**config.mk**
```make
export PLATFORM = sky130hd
export DESIGN_NAME = spi_xfer_ctrl
export DESIGN_NICKNAME = d
export VERILOG_FILES = /design/src/rtl/spi_xfer_ctrl.sv
export SDC_FILE = /design/constraint.sdc
export NUM_CORES = 1
export LEC_CHECK = 0
export BUFFER_PORTS_ARGS = -buffer_cell sky130_fd_sc_hd__buf_2
export CORE_ASPECT_RATIO = 1.25
export CORE_UTILIZATION = 50
export CTS_CLUSTER_DIAMETER = 120
export DETAILED_ROUTE_END_ITERATION = 7
export PLACE_DENSITY = 0.83
export SLEW_MARGIN = 20
export SYNTH_ARGS = -nofsm -noshare
export SYNTH_HDL_FRONTEND = slang
export SYNTH_SLANG_ARGS = --single-unit
```
**constraint.sdc**
```tcl
create_clock -name FastClk -period 2.8 [get_ports FastClk]
set_clock_uncertainty 0.05 [all_clocks]
set_input_delay 0.56 -clock FastClk [delete_from_list [all_inputs] [get_ports FastClk]]
set_output_delay 0.56 -clock FastClk [all_outputs]
set_load 0.01 [all_outputs]
```
**src/rtl/spi_xfer_ctrl.sv**
```systemverilog
// spi_xfer_ctrl
//  Multi-byte SPI transfer sequencer (SPI mode 0, MSB first) for the SPI_CNT path.
//  Each byte is fetched from the TX buffer, shifted out on either the flash/MCU bus or
//  the TF bus, and the received byte is written to the RX buffer. Single clock domain
//  (FastClk); Start/Abort arrive already synchronised.
module spi_xfer_ctrl #(
    parameter int BUF_AW = 9,
    parameter int DIV_W  = 3
) (
    input  logic              FastClk,
    input  logic              nReset,
    input  logic              Start,
    input  logic              Abort,
    input  logic [BUF_AW-1:0] Length,
    input  logic [1:0]        Mode,
    input  logic [1:0]        DevSel,
    input  logic [DIV_W-1:0]  ClkDiv,
    output logic [BUF_AW-1:0] TxAddr,
    input  logic [7:0]        TxData,
    output logic [BUF_AW-1:0] RxAddr,
    output logic [7:0]        RxData,
    output logic              RxWe,
    output logic              Busy,
    output logic              Done,
    output logic [BUF_AW-1:0] ByteCount,
    output logic              SPIClk,
    output logic              SPIDo,
    input  logic              SPIDi,
    output logic              TFClk,
    output logic              TFDo,
    input  logic              TFDi,
    output logic              nFlashSel,
    output logic              nMCUSel,
    output logic              nTFSel
);

    // Half-period counter must reach 2**(2**DIV_W - 1) - 1 at the largest divider.
    localparam int CNT_W = (1 << DIV_W) - 1;

    typedef enum logic [2:0] {
        S_IDLE  = 3'd0,
        S_FETCH = 3'd1,
        S_LOAD  = 3'd2,
        S_SHIFT = 3'd3,
        S_STORE = 3'd4
    } state_t;

    // Active-low chip-select decode, packed as {nTF, nMCU, nFlash}.
    function automatic logic [2:0] cs_decode(input logic [1:0] dev);
        logic [2:0] cs_n;
        case (dev)
            2'd1:    cs_n = 3'b110;
            2'd2:    cs_n = 3'b101;
            2'd3:    cs_n = 3'b011;
            default: cs_n = 3'b111;
        endcase
        return cs_n;
    endfunction

    state_t            r_state;
    state_t            w_state_nxt;

    logic [BUF_AW-1:0] r_len,       w_len_nxt;
    logic [1:0]        r_mode,      w_mode_nxt;
    logic [1:0]        r_dev,       w_dev_nxt;
    logic [DIV_W-1:0]  r_div,       w_div_nxt;
    logic [BUF_AW-1:0] r_count,     w_count_nxt;
    logic [CNT_W-1:0]  r_div_cnt,   w_div_cnt_nxt;
    logic              r_high,      w_high_nxt;
    logic [2:0]        r_bit,       w_bit_nxt;
    logic [7:0]        r_shreg,     w_shreg_nxt;
    logic              r_clk,       w_clk_nxt;
    logic              r_do,        w_do_nxt;
    logic [BUF_AW-1:0] r_tx_addr,   w_tx_addr_nxt;
    logic [BUF_AW-1:0] r_rx_addr,   w_rx_addr_nxt;
    logic [7:0]        r_rx_data,   w_rx_data_nxt;
    logic              r_rx_we,     w_rx_we_nxt;
    logic              r_done,      w_done_nxt;
    logic              r_busy,      w_busy_nxt;
    logic [BUF_AW-1:0] r_byte_cnt,  w_byte_cnt_nxt;

    logic              r_spi_clk, r_spi_do, r_tf_clk, r_tf_do;
    logic [2:0]        r_cs_n;

    logic [CNT_W-1:0]  w_half_max;
    logic              w_half_end;
    logic              w_di;
    logic [7:0]        w_load_byte;
    logic              w_tf_nxt;
    logic              w_abort;

    // Half-period length is a power of two; the wrap at the top divider is intentional.
    assign w_half_max  = (CNT_W'(1'b1) << r_div) - CNT_W'(1'b1);
    assign w_half_end  = (r_div_cnt == w_half_max);
    assign w_di        = (r_dev == 2'd3) ? TFDi : SPIDi;
    assign w_load_byte = (r_mode == 2'd1) ? 8'hFF : TxData;
    assign w_tf_nxt    = (w_dev_nxt == 2'd3);
    assign w_abort     = Abort && (r_state != S_IDLE);

    // State register.
    always_ff @(posedge FastClk or negedge nReset) begin
        if (!nReset) begin
            r_state <= S_IDLE;
        end else begin
            r_state <= w_state_nxt;
        end
    end

    // Next-state and datapath next-value logic; Abort overrides whatever the state chose.
    always_comb begin
        w_state_nxt    = r_state;
        w_len_nxt      = r_len;
        w_mode_nxt     = r_mode;
        w_dev_nxt      = r_dev;
        w_div_nxt      = r_div;
        w_count_nxt    = r_count;
        w_div_cnt_nxt  = r_div_cnt;
        w_high_nxt     = r_high;
        w_bit_nxt      = r_bit;
        w_shreg_nxt    = r_shreg;
        w_clk_nxt      = r_clk;
        w_do_nxt       = r_do;
        w_tx_addr_nxt  = r_tx_addr;
        w_rx_addr_nxt  = r_rx_addr;
        w_rx_data_nxt  = r_rx_data;
        w_rx_we_nxt    = 1'b0;
        w_done_nxt     = 1'b0;
        w_busy_nxt     = 1'b0;
        w_byte_cnt_nxt = r_byte_cnt;

        case (r_state)
            S_IDLE: begin
                w_clk_nxt = 1'b0;
                w_do_nxt  = 1'b1;
                if (Start && !Abort) begin
                    w_len_nxt      = Length;
                    w_mode_nxt     = Mode;
                    w_dev_nxt      = DevSel;
                    w_div_nxt      = ClkDiv;
                    w_count_nxt    = {BUF_AW{1'b0}};
                    w_byte_cnt_nxt = {BUF_AW{1'b0}};
                    w_tx_addr_nxt  = {BUF_AW{1'b0}};
                    w_state_nxt    = S_FETCH;
                end else begin
                    w_state_nxt = S_IDLE;
                end
            end
            S_FETCH: begin
                // TxAddr already holds count; buffer data appears next cycle.
                w_state_nxt = S_LOAD;
            end
            S_LOAD: begin
                w_shreg_nxt   = w_load_byte;
                w_do_nxt      = w_load_byte[7];
                w_clk_nxt     = 1'b0;
                w_div_cnt_nxt = {CNT_W{1'b0}};
                w_high_nxt    = 1'b0;
                w_bit_nxt     = 3'd0;
                w_state_nxt   = S_SHIFT;
            end
            S_SHIFT: begin
                if (w_half_end) begin
                    w_div_cnt_nxt = {CNT_W{1'b0}};
                    if (!r_high) begin
                        // Rising edge: sample Di; shifted-up TX bits stay in the top.
                        w_clk_nxt   = 1'b1;
                        w_shreg_nxt = {r_shreg[6:0], w_di};
                        w_high_nxt  = 1'b1;
                    end else begin
                        w_clk_nxt  = 1'b0;
                        w_high_nxt = 1'b0;
                        if (r_bit == 3'd7) begin
                            w_do_nxt    = 1'b1;
                            w_state_nxt = S_STORE;
                        end else begin
                            w_bit_nxt = r_bit + 3'd1;
                            w_do_nxt  = r_shreg[7];
                        end
                    end
                end else begin
                    w_div_cnt_nxt = r_div_cnt + CNT_W'(1'b1);
                end
            end
            S_STORE: begin
                if (r_mode != 2'd0) begin
                    w_rx_we_nxt   = 1'b1;
                    w_rx_addr_nxt = r_count;
                    w_rx_data_nxt = r_shreg;
                end else begin
                    w_rx_we_nxt = 1'b0;
                end
                // ByteCount wraps to 0 on a full-buffer transfer; count itself never wraps.
                w_byte_cnt_nxt = r_count + BUF_AW'(1'b1);
                if (r_count == r_len) begin
                    w_done_nxt  = 1'b1;
                    w_state_nxt = S_IDLE;
                end else begin
                    w_count_nxt   = r_count + BUF_AW'(1'b1);
                    w_tx_addr_nxt = r_count + BUF_AW'(1'b1);
                    w_state_nxt   = S_FETCH;
                end
            end
            default: begin
                w_clk_nxt   = 1'b0;
                w_do_nxt    = 1'b1;
                w_state_nxt = S_IDLE;
            end
        endcase

        if (w_abort) begin
            w_state_nxt    = S_IDLE;
            w_clk_nxt      = 1'b0;
            w_do_nxt       = 1'b1;
            w_rx_we_nxt    = 1'b0;
            w_done_nxt     = 1'b0;
            w_rx_addr_nxt  = r_rx_addr;
            w_rx_data_nxt  = r_rx_data;
            w_byte_cnt_nxt = r_byte_cnt;
            w_busy_nxt     = 1'b0;
        end else begin
            w_busy_nxt = (w_state_nxt != S_IDLE);
        end
    end

    // Datapath and output registers; the idle bus is always Clk=0, Do=1.
    always_ff @(posedge FastClk or negedge nReset) begin
        if (!nReset) begin
            r_len      <= {BUF_AW{1'b0}};
            r_mode     <= 2'd0;
            r_dev      <= 2'd0;
            r_div      <= {DIV_W{1'b0}};
            r_count    <= {BUF_AW{1'b0}};
            r_div_cnt  <= {CNT_W{1'b0}};
            r_high     <= 1'b0;
            r_bit      <= 3'd0;
            r_shreg    <= 8'h00;
            r_clk      <= 1'b0;
            r_do       <= 1'b1;
            r_tx_addr  <= {BUF_AW{1'b0}};
            r_rx_addr  <= {BUF_AW{1'b0}};
            r_rx_data  <= 8'h00;
            r_rx_we    <= 1'b0;
            r_done     <= 1'b0;
            r_busy     <= 1'b0;
            r_byte_cnt <= {BUF_AW{1'b0}};
            r_spi_clk  <= 1'b0;
            r_spi_do   <= 1'b1;
            r_tf_clk   <= 1'b0;
            r_tf_do    <= 1'b1;
        end else begin
            r_len      <= w_len_nxt;
            r_mode     <= w_mode_nxt;
            r_dev      <= w_dev_nxt;
            r_div      <= w_div_nxt;
            r_count    <= w_count_nxt;
            r_div_cnt  <= w_div_cnt_nxt;
            r_high     <= w_high_nxt;
            r_bit      <= w_bit_nxt;
            r_shreg    <= w_shreg_nxt;
            r_clk      <= w_clk_nxt;
            r_do       <= w_do_nxt;
            r_tx_addr  <= w_tx_addr_nxt;
            r_rx_addr  <= w_rx_addr_nxt;
            r_rx_data  <= w_rx_data_nxt;
            r_rx_we    <= w_rx_we_nxt;
            r_done     <= w_done_nxt;
            r_busy     <= w_busy_nxt;
            r_byte_cnt <= w_byte_cnt_nxt;
            r_spi_clk  <= w_tf_nxt ? 1'b0 : w_clk_nxt;
            r_spi_do   <= w_tf_nxt ? 1'b1 : w_do_nxt;
            r_tf_clk   <= w_tf_nxt ? w_clk_nxt : 1'b0;
            r_tf_do    <= w_tf_nxt ? w_do_nxt : 1'b1;
        end
    end

    // Chip selects track DevSel only while idle and are frozen for the whole transfer.
    always_ff @(posedge FastClk or negedge nReset) begin
        if (!nReset) begin
            r_cs_n <= 3'b111;
        end else if (r_state == S_IDLE) begin
            r_cs_n <= cs_decode(DevSel);
        end else begin
            r_cs_n <= r_cs_n;
        end
    end

    assign TxAddr    = r_tx_addr;
    assign RxAddr    = r_rx_addr;
    assign RxData    = r_rx_data;
    assign RxWe      = r_rx_we;
    assign Busy      = r_busy;
    assign Done      = r_done;
    assign ByteCount = r_byte_cnt;
    assign SPIClk    = r_spi_clk;
    assign SPIDo     = r_spi_do;
    assign TFClk     = r_tf_clk;
    assign TFDo      = r_tf_do;
    assign nFlashSel = r_cs_n[0];
    assign nMCUSel   = r_cs_n[1];
    assign nTFSel    = r_cs_n[2];

endmodule
```
[Word-level counts from Yosys, hierarchy flattened]
Cells that the tools add are included.
Word-level totals
  bits in registers: 85
  input bits: 30
  output and inout bits: 45
  logic and storage cells: 112
Operators by class
  add/sub/neg operators: 4
  eq/ne operators: 19
  shift operators: 1
  muxes and demuxes: 47
  bitwise logic cells: 1
  reductions and logical operators: 17
Operators by type and width (count)
  $pmux 9 s2: 2
  $mux 8: 3
  $mux 1: 22
  $mux 3: 7
  $mux 9: 2
  $pmux 8 s2: 1
  $pmux 3 s5: 1
  $pmux 7 s2: 1
  $ne 2x2->1 const B: 6
  $reduce_and 3->1: 4
  $add 9x1->9 const B: 1
  $eq 9x9->1: 1
  $pmux 3 s3: 1
  $eq 2x2->1 const B: 4
  $add 7x1->7 const B: 1
  $eq 7x7->1: 1
  $mux 7: 1
  $shl 1x3->7 const A: 1
  $sub 7x1->7 const B: 1
  $eq 3x2->1 const B: 2
  $eq 3x3->1 const B: 2
  $pmux 3 s2: 1
  $reduce_bool 2->1: 3
  $reduce_bool 3->1: 2
  other kinds (13): 18

[Logic depth before layout (Yosys ltp)]
Gate-level depths: netlist (run 1).
  depth after elaboration: 7
  mapped depth: 12
  gate-level depth less buffers: 9

[Worst setup path before layout (run 1)]
No wires, ideal clock.
  kind: reg2reg
  from: register r_div[2]
  to: register r_shreg[0]
  data arrival time: 2944 ps
  setup slack: -276 ps
  cell stages (with the launch flop): 12
  buffers on the path: 3
  clock period less this slack: 3076 ps
  path through: dfrtp_1 > buf_4 > buf_2 > or3_1 > ha_1 > or4b_1 > a21oi_1 > o32ai_1 > or4b_1 > buf_2 > a31o_1 > a31oi_1
Between the ends
  cells in the longest elaborated chain, start to end: 5
Ends and longest elaborated chain
  from (decl): RTL line 66  | logic [DIV_W-1:0] r_div, w_div_nxt;
  from (signal assigned): RTL line 231  | r_div <= {DIV_W{1'b0}};
  from (signal assigned): RTL line 254  | r_div <= w_div_nxt;
  $shl 1x3->7: RTL line 93  | assign w_half_max = (CNT_W'(1'b1) << r_div) - CNT_W'(1'b1);
  $sub 7x1->7: RTL line 93
  $eq 7x7->1: RTL line 94  | assign w_half_end = (r_div_cnt == w_half_max);
  $ne 2x2->1 (no line)
  $reduce_and 3->1 (no line)
  to (signal assigned): RTL line 259  | r_shreg <= w_shreg_nxt;
  to (decl): RTL line 71  | logic [7:0] r_shreg, w_shreg_nxt;
Every way passes these cells.
A chain may end at the register's enable or synchronous reset.

[Worst setup path in the final report (run 1)]
  from: register r_div[0]
  to: register r_shreg[0]
The elaborated chain is that of the path after synthesis.

==> flow_summary.yaml, run 1 <==
outcome:
  violations: "DRC, setup timing"
  run_status: "finished, violations left"
drt:
  vias_per_cell: 5.82
  drtIter0Drc: 251
  finalWirelength_mm: 9.72
  drcViolationCount: 4
  ant_nets: 0
  vias: 3404
  wl_per_cell_um: 16.6
  dr.pass1.iters: 6
critical_path:
  cpMaxStageDelayCell: "or4b_4"
  r2r_slack_ns: -0.07
  crit_type: "flip-flop to flip-flop"
  endpoint_kind: "flip-flop"
  max_stage_delay_ns: 0.60
  crit_fanout: 8
  cp-startpoint: "r_div[0]$_DFFE_PN0P_"
  arrival_ns: 3.10
  regToRegStartpoint: "r_div[0]$_DFFE_PN0P_"
  crit_top_cell: "or4b_4"
  worstSetupStartpointType: "flip-flop"
  required_ns: 3.04
  crit_chain: "or3_1, ha_2, or4b_4, a21oi_4, o32ai_4, or4b_4, a31o_1, a31oi_1"
synth:
  async_reset_ff_frac: 1.00
  yosys-mux-area-fraction: 0.103
  syn_area_um2: 4180
  synth_fa_ha_area_frac: 0.0150
  synth_top_flop_cell: "dfrtp_1"
  synth_xor_area_frac: 0.0440
  synthSimpleGateAreaFrac: 0.151
  synth_cell_types: 52
  avgSynthCellArea_um2: 10.5
  synth_top_family_by_area: "simple AND/OR/NAND/NOR gates"
  synth-compound-area-share: 0.144
  synth_edf_count: 0
  syn_nets: 435
  yosysSeqAreaShare: 0.510
  synthCells: 400
  yosysWarnings: 0
  ys_ff_latch: 85
timing:
  setup_slack_ns: -0.0684
  slew_headroom: 0.558
  final.setup.tns_ns: -0.225
  maxClockFrequency_mhz: 349
  fin_crit_sh: 1.02
  period_needed_ns: 2.87
  hold_violations: 0
  rsz0062_at_grt: "yes"
  slew_viol_final: 0
  setup_viol: 7
  worst_pin_slew_ns: 0.664
placed_design:
  hpwl_mm: 6.82
  routabilityCongestion: 0.837
  port_buffers: 74
  dpl.cell_count: 569
global_routing:
  grt_use_met2: 0.378
  track_usage: 0.238
  grt_overflow: 0
  grt_start_max_net_pins: 54
  grt_pass1_vias: 3347
  grtUsageMet3: 0.0302
  grtUsageMet1: 0.312
  antenna_found_initial: 0
  busiest_layer: "met2"
  grt_pass1_wl_mm: 16.3
finish:
  seq_area_um2: 2130
  layout_commonest_cell: "dfrtp_1"
  final_nets: 520
  n_fill_cell: 598
  layout-drive-gt1-share: 0.355
  fin_cells: 585
  multi_input_area_um2: 2030
  final_cell_mix: "dfrtp_1 (79), buf_2 (73), nand2_1 (37)"
  syn2layout_area_growth_pct: 21.8
  antenna-diode-count: 0
clock_network:
  clock-root-buffer: "clkbuf_8"
  clkLatencyLatePin_ns: 0.36
  cts_tree: "yes"
  clock_sinks: 85
  post-cts-setup-buffers: 0
  cts_hold_buf: 0
  ctsLongestPathBuffers: 2
  numCtsBuffers: 9
  htree_levels: 3
  path_clk_slew_ns: 0.08
hold_path:
  hp-class: "input port to asynchronous set/reset pin"
power:
  powerDensity_nw_per_um2: 599
  leakagePower_nw: 2.41
  peakVddDrop_uv: 379
  total_power_mw: 3.05
die:
  initial_core_util: 0.525
  num_rows: 36
  die_height_um: 104
  dieArea_um2: 8740
  pin_count: 75
  core_um2: 7970
  dieWidth_um: 83.8
flow_run:
  drv_cap: 0
repair_timing:
action / CTS / global route
resized for setup: 7 / 13
endpoints found under the setup margin: 20 / 26
pin swaps: 0 / 5
cell usage after synthesis (7+ instances only):
library cell | instances | area share
nor3_1 | 9 | 0.011
nand2_1 | 37 | 0.033
a21oi_1 | 9 | 0.011
o31ai_1 | 7 | 0.013
clkbuf_1 | 15 | 0.013
xor2_1 | 13 | 0.027
o21a_1 | 10 | 0.018
nor2_1 | 27 | 0.024
xnor2_1 | 8 | 0.017
and3_1 | 8 | 0.012
nand3_1 | 11 | 0.013
buf_2 | 8 | 0.0096
o21ai_0 | 33 | 0.039
mux2_2 | 34 | 0.092
dfrtp_1 | 79 | 0.47
flip-flops by register name (all words and copies together), names as in the netlist, 3 cells and up:
| signal | count |
|---|---|
| RxData | 8 |
| r_div_cnt | 7 |
| r_len | 9 |
| r_div | 3 |
| ByteCount | 9 |
| r_cs_n | 3 |
| TxAddr | 9 |
| r_state | 3 |
| r_bit | 3 |
| r_shreg | 8 |
| RxAddr | 9 |
per-layer routing:
metal  wire, um  up-vias
met5          0        -
met4        340        0
met3        473       26
met2       4790      103
met1       4120     1673
li1           -     1602
stage by stage:
stage / hold slack [ns] / util / setup slack, ns / instance area, um^2
after floorplan: 0.214 / - / -0.201 / 4230
after CTS: 0.193 / 0.631 / -0.0370 / 5030
final: 0.181 / 0.639 / -0.0684 / 5100
after global placement: 0.406 / 0.602 / -0.0749 / 4800
after global routing: 0.234 / 0.639 / -0.164 / 5100
after detailed placement: 0.419 / 0.602 / -0.136 / 4800
where the power goes:
group	total, mW	switching, mW	leakage [nW]	internal, mW
logic	0.695	0.360	1.20	0.335
clock network	0.885	0.423	0.104	0.462
registers	1.47	0.113	1.11	1.36
total	3.05	0.896	2.41	2.16
layout make-up:
class	count	area share
Sequential cell	85	0.419
Timing Repair Buffer	100	0.115
Multi-Input combinational cell	283	0.398
Inverter	6	0.00442
Clock inverter	3	0.00859
Tap cell	95	0.0233
Clock buffer	13	0.0312
logic make-up (layout without fill, tap and decap cells):
kind of cell	after synthesis	after routing
AND/OR/NAND/NOR	126	126
adder cells (fa/ha/maj)	5	5
AO/OA/AOI/OAI	92	92
buffers and inverters	32	122
multiplexers	39	39
flip-flops	85	85
XOR/XNOR	21	21
path summary, 6_finish.rpt:
kind,to,cells past startpoint
worst min-delay path,RxAddr[3]$_DFFE_PN0P_,1
min in group FastClk,r_cs_n[2]$_DFFE_PN1P_,2
worst min register to register,ByteCount[4]$_DFFE_PN0P_,2
max in group asynchronous,r_do$_DFF_PN1_,2
worst max-delay path,r_shreg[0]$_DFFE_PN0P_,8
worst max register to register,r_shreg[0]$_DFFE_PN0P_,8
critical path, delay by kind of cell, from the launching register on:
family | cells | cell delay [ns]
AOI/OAI and AO/OA | 4 | 0.68
and+or+nand+nor | 3 | 1.51
DFF | 1 | 0.38
adders and majority gates | 1 | 0.18
Power figures use the tool's default switching activity.
==> run 2: changes to the inputs <==
--- a/config.mk
+++ b/config.mk
@@ -6,4 +6,5 @@
 export NUM_CORES = 1
 export LEC_CHECK = 0
+export ABC_AREA = 1
 export BUFFER_PORTS_ARGS = -buffer_cell sky130_fd_sc_hd__buf_2
 export CORE_ASPECT_RATIO = 1.25
==> constraint.sdc (replaced) <==
create_clock -name FastClk -period 2.8 [get_ports FastClk]
set_clock_uncertainty 0.05 [all_clocks]
set_input_delay 0.7 -clock FastClk [delete_from_list [all_inputs] [get_ports FastClk]]
set_output_delay 0.7 -clock FastClk [all_outputs]
set_load 0.01 [all_outputs]
==> flow_summary.yaml, run 2 <==
placed_design:
  routabilityCongestion: 0.940
  hpwl_mm: 6.81
  port_buffers: 74
critical_path:
  arrival_ns: 2.57
  endpoint_kind: "flip-flop"
  r2r_slack_ns: 0.44
  required_ns: 3.01
  regToRegStartpoint: "r_div[2]$_DFFE_PN0P_"
  max_stage_delay_ns: 0.48
  crit_top_cell: "nand2_1"
  crit_chain: "inv_2, nand2_1, ha_1, inv_1, nand2_1, nand2_1, xor2_1, nor2_2, nand3_4, nand2_1, nand2_1, nand2_1, nand2_1, nand2_1, inv_1"
  timing.rr.end: "r_clk$_DFF_PN0_"
  cpMaxStageDelayCell: "dfrtp_1"
  r2r_cells: 15
  crit_type: "flip-flop to flip-flop"
  worstSetupStartpointType: "flip-flop"
  crit_fanout: 8
drt:
  dr.pass1.iters: 4
  vias: 3411
  finalWirelength_mm: 9.25
  vias_per_cell: 5.30
  ant_nets: 0
  drcViolationCount: 0
  drtIter0Drc: 234
  wl_per_cell_um: 14.4
synth:
  syn_nets: 500
  ys_ff_latch: 85
  async_reset_ff_frac: 1.00
  synth_commonest_cells: "nand2_1 (105), dfrtp_1 (79), nor2_1 (52)"
  yosys-top-cells-area: "dfrtp_1 (49%), nand2_1 (9.8%), nor2_1 (4.9%)"
  synth_cell_types: 33
  yosysTopAreaCell: "dfrtp_1"
  synth_fa_ha_area_frac: 0.0156
  yosysWarnings: 0
  avgSynthCellArea_um2: 8.65
  synth_top_family_by_area: "simple AND/OR/NAND/NOR gates"
  yosys-mux-area-fraction: 0.0336
  synth_most_common_cell: "nand2_1"
  synthSimpleGateAreaFrac: 0.226
  synth_top_flop_cell: "dfrtp_1"
  synthCells: 465
  synth_xor_area_frac: 0.0261
  synth_top_area_frac: 0.491
  yosysSeqAreaShare: 0.531
  syn_area_um2: 4020
  synth_edf_count: 0
  synth-compound-area-share: 0.108
timing:
  fin_crit_sh: 0.842
  hold_violations: 0
  worst_pin_slew_ns: 0.961
  fin_hold_ws_ns: 0.353
  slew_viol_final: 0
  final.setup.tns_ns: 0
  slew_headroom: 0.353
  rsz0062_at_grt: "no"
  maxClockFrequency_mhz: 424
  period_needed_ns: 2.36
  setup_viol: 0
clock_network:
  clock_sinks: 85
  path_clk_slew_ns: 0.09
  clkLatencyLatePin_ns: 0.37
  post-cts-setup-buffers: 0
  cts_hold_buf: 0
  numCtsBuffers: 9
  ctsLongestPathBuffers: 2
  htree_levels: 3
  cts_tree: "yes"
  cts_resized: 0
  clock-root-buffer: "clkbuf_8"
power:
  powerDensity_nw_per_um2: 861
  leakagePower_nw: 2.43
  peakVddDrop_uv: 455
global_routing:
  antenna_found_initial: 0
  grt_pass1_vias: 3308
  grt_pass1_wl_mm: 15.0
  grt_start_max_net_pins: 58
  track_usage: 0.241
  grt_overflow: 0
outcome:
  run_status: "completed"
finish:
  antenna-diode-count: 0
  seq_area_um2: 2130
  layout-drive-gt1-share: 0.230
  syn2layout_area_growth_pct: 19.7
  layout_commonest_cell: "nand2_1"
  final_cell_mix: "nand2_1 (105), dfrtp_1 (79), buf_2 (73)"
  final_nets: 579
  multi_input_area_um2: 1650
  n_fill_cell: 671
die:
  dieArea_um2: 8410
  initial_core_util: 0.516
  dieWidth_um: 82.2
  die_height_um: 102
  num_rows: 36
  core_um2: 7790
  pin_count: 75
hold_path:
  hp-class: "input port to asynchronous set/reset pin"
flow_run:
  drv_cap: 0
## run 2: cell types whose count changed in the layout (fill, tap and decap cells not counted), moves of 8 or more
cell,change
nand2_1,+68
inv_1,+41
nor2_1,+26
mux2_2,-22
a21oi_1,+20
buf_4,-19
nand3_1,+15
o21ai_1,+12
o21a_1,-9
and3_1,-8
## run 2: area by class of cell
type                    count  area share
inverters                  49      0.0382
flip-flops and latches     85       0.443
multi-input cells         320       0.342
well taps                  95      0.0247
clock inverters             7      0.0385
repair buffers             79      0.0878
clock buffers               9      0.0257
## run 2: worst max-delay path, delay by kind of cell, from the launching register on
kind                       cells  cell delay (ns)
xor gates and xnor gates       1             0.17
adders and majority gates      1             0.26
buffers and inverters          3             0.27
DFF                            1             0.48
and+or+nand+nor               10             1.01
## run 2: metrics by stage
step                      cells   util  area (um^2)  power, mW  setup slack (ns)
final                       644  0.618         4810       4.14             0.443
after global routing        644  0.618         4810       4.40             0.163
after CTS                   644  0.618         4810       4.17             0.420
after detailed placement    628  0.578         4510       2.87             0.452
after global placement      628  0.578         4510       2.81             0.476
after floorplan             465      -         4020       2.53             0.776
## run 2: how the worst max path moves through the flow
stage                          from                      to  slack (ns)
6_report       r_div[2]$_DFFE_PN0P_         r_clk$_DFF_PN0_        0.44
5_1_grt        r_div[1]$_DFFE_PN0P_        SPIClk$_DFF_PN0_        0.16
4_1_cts        r_div[2]$_DFFE_PN0P_         r_clk$_DFF_PN0_        0.42
3_5_place_dp   r_div[1]$_DFFE_PN0P_         r_clk$_DFF_PN0_        0.45
3_3_place_gp   r_div[2]$_DFFE_PN0P_         TFClk$_DFF_PN0_        0.48
2_1_floorplan  r_div[1]$_DFFE_PN0P_  r_shreg[5]$_DFFE_PN0P_        0.78
## run 2: power breakdown
part / total [mW] / internal, mW / switching, mW / leakage (nW)
registers: 1.70 / 1.51 / 0.186 / 1.07
logic: 1.15 / 0.425 / 0.726 / 1.20
clock network: 1.30 / 0.861 / 0.436 / 0.153
total: 4.14 / 2.80 / 1.35 / 2.43
## run 2: per-layer routing
metal	up-vias	track usage	share of wire
met5	-	0	0
met1	1632	0.274	0.40
met4	0	0.101	0.026
li1	1663	-	-
met2	96	0.423	0.52
met3	20	0.0634	0.058
## run 2: cell families after synthesis
kind of cell | Yosys count
AND/OR/NAND/NOR | 207
flip-flops | 85
AO/OA/AOI/OAI | 84
buffers and inverters | 60
XOR/XNOR | 12
multiplexers | 12
adder cells (fa/ha/maj) | 5
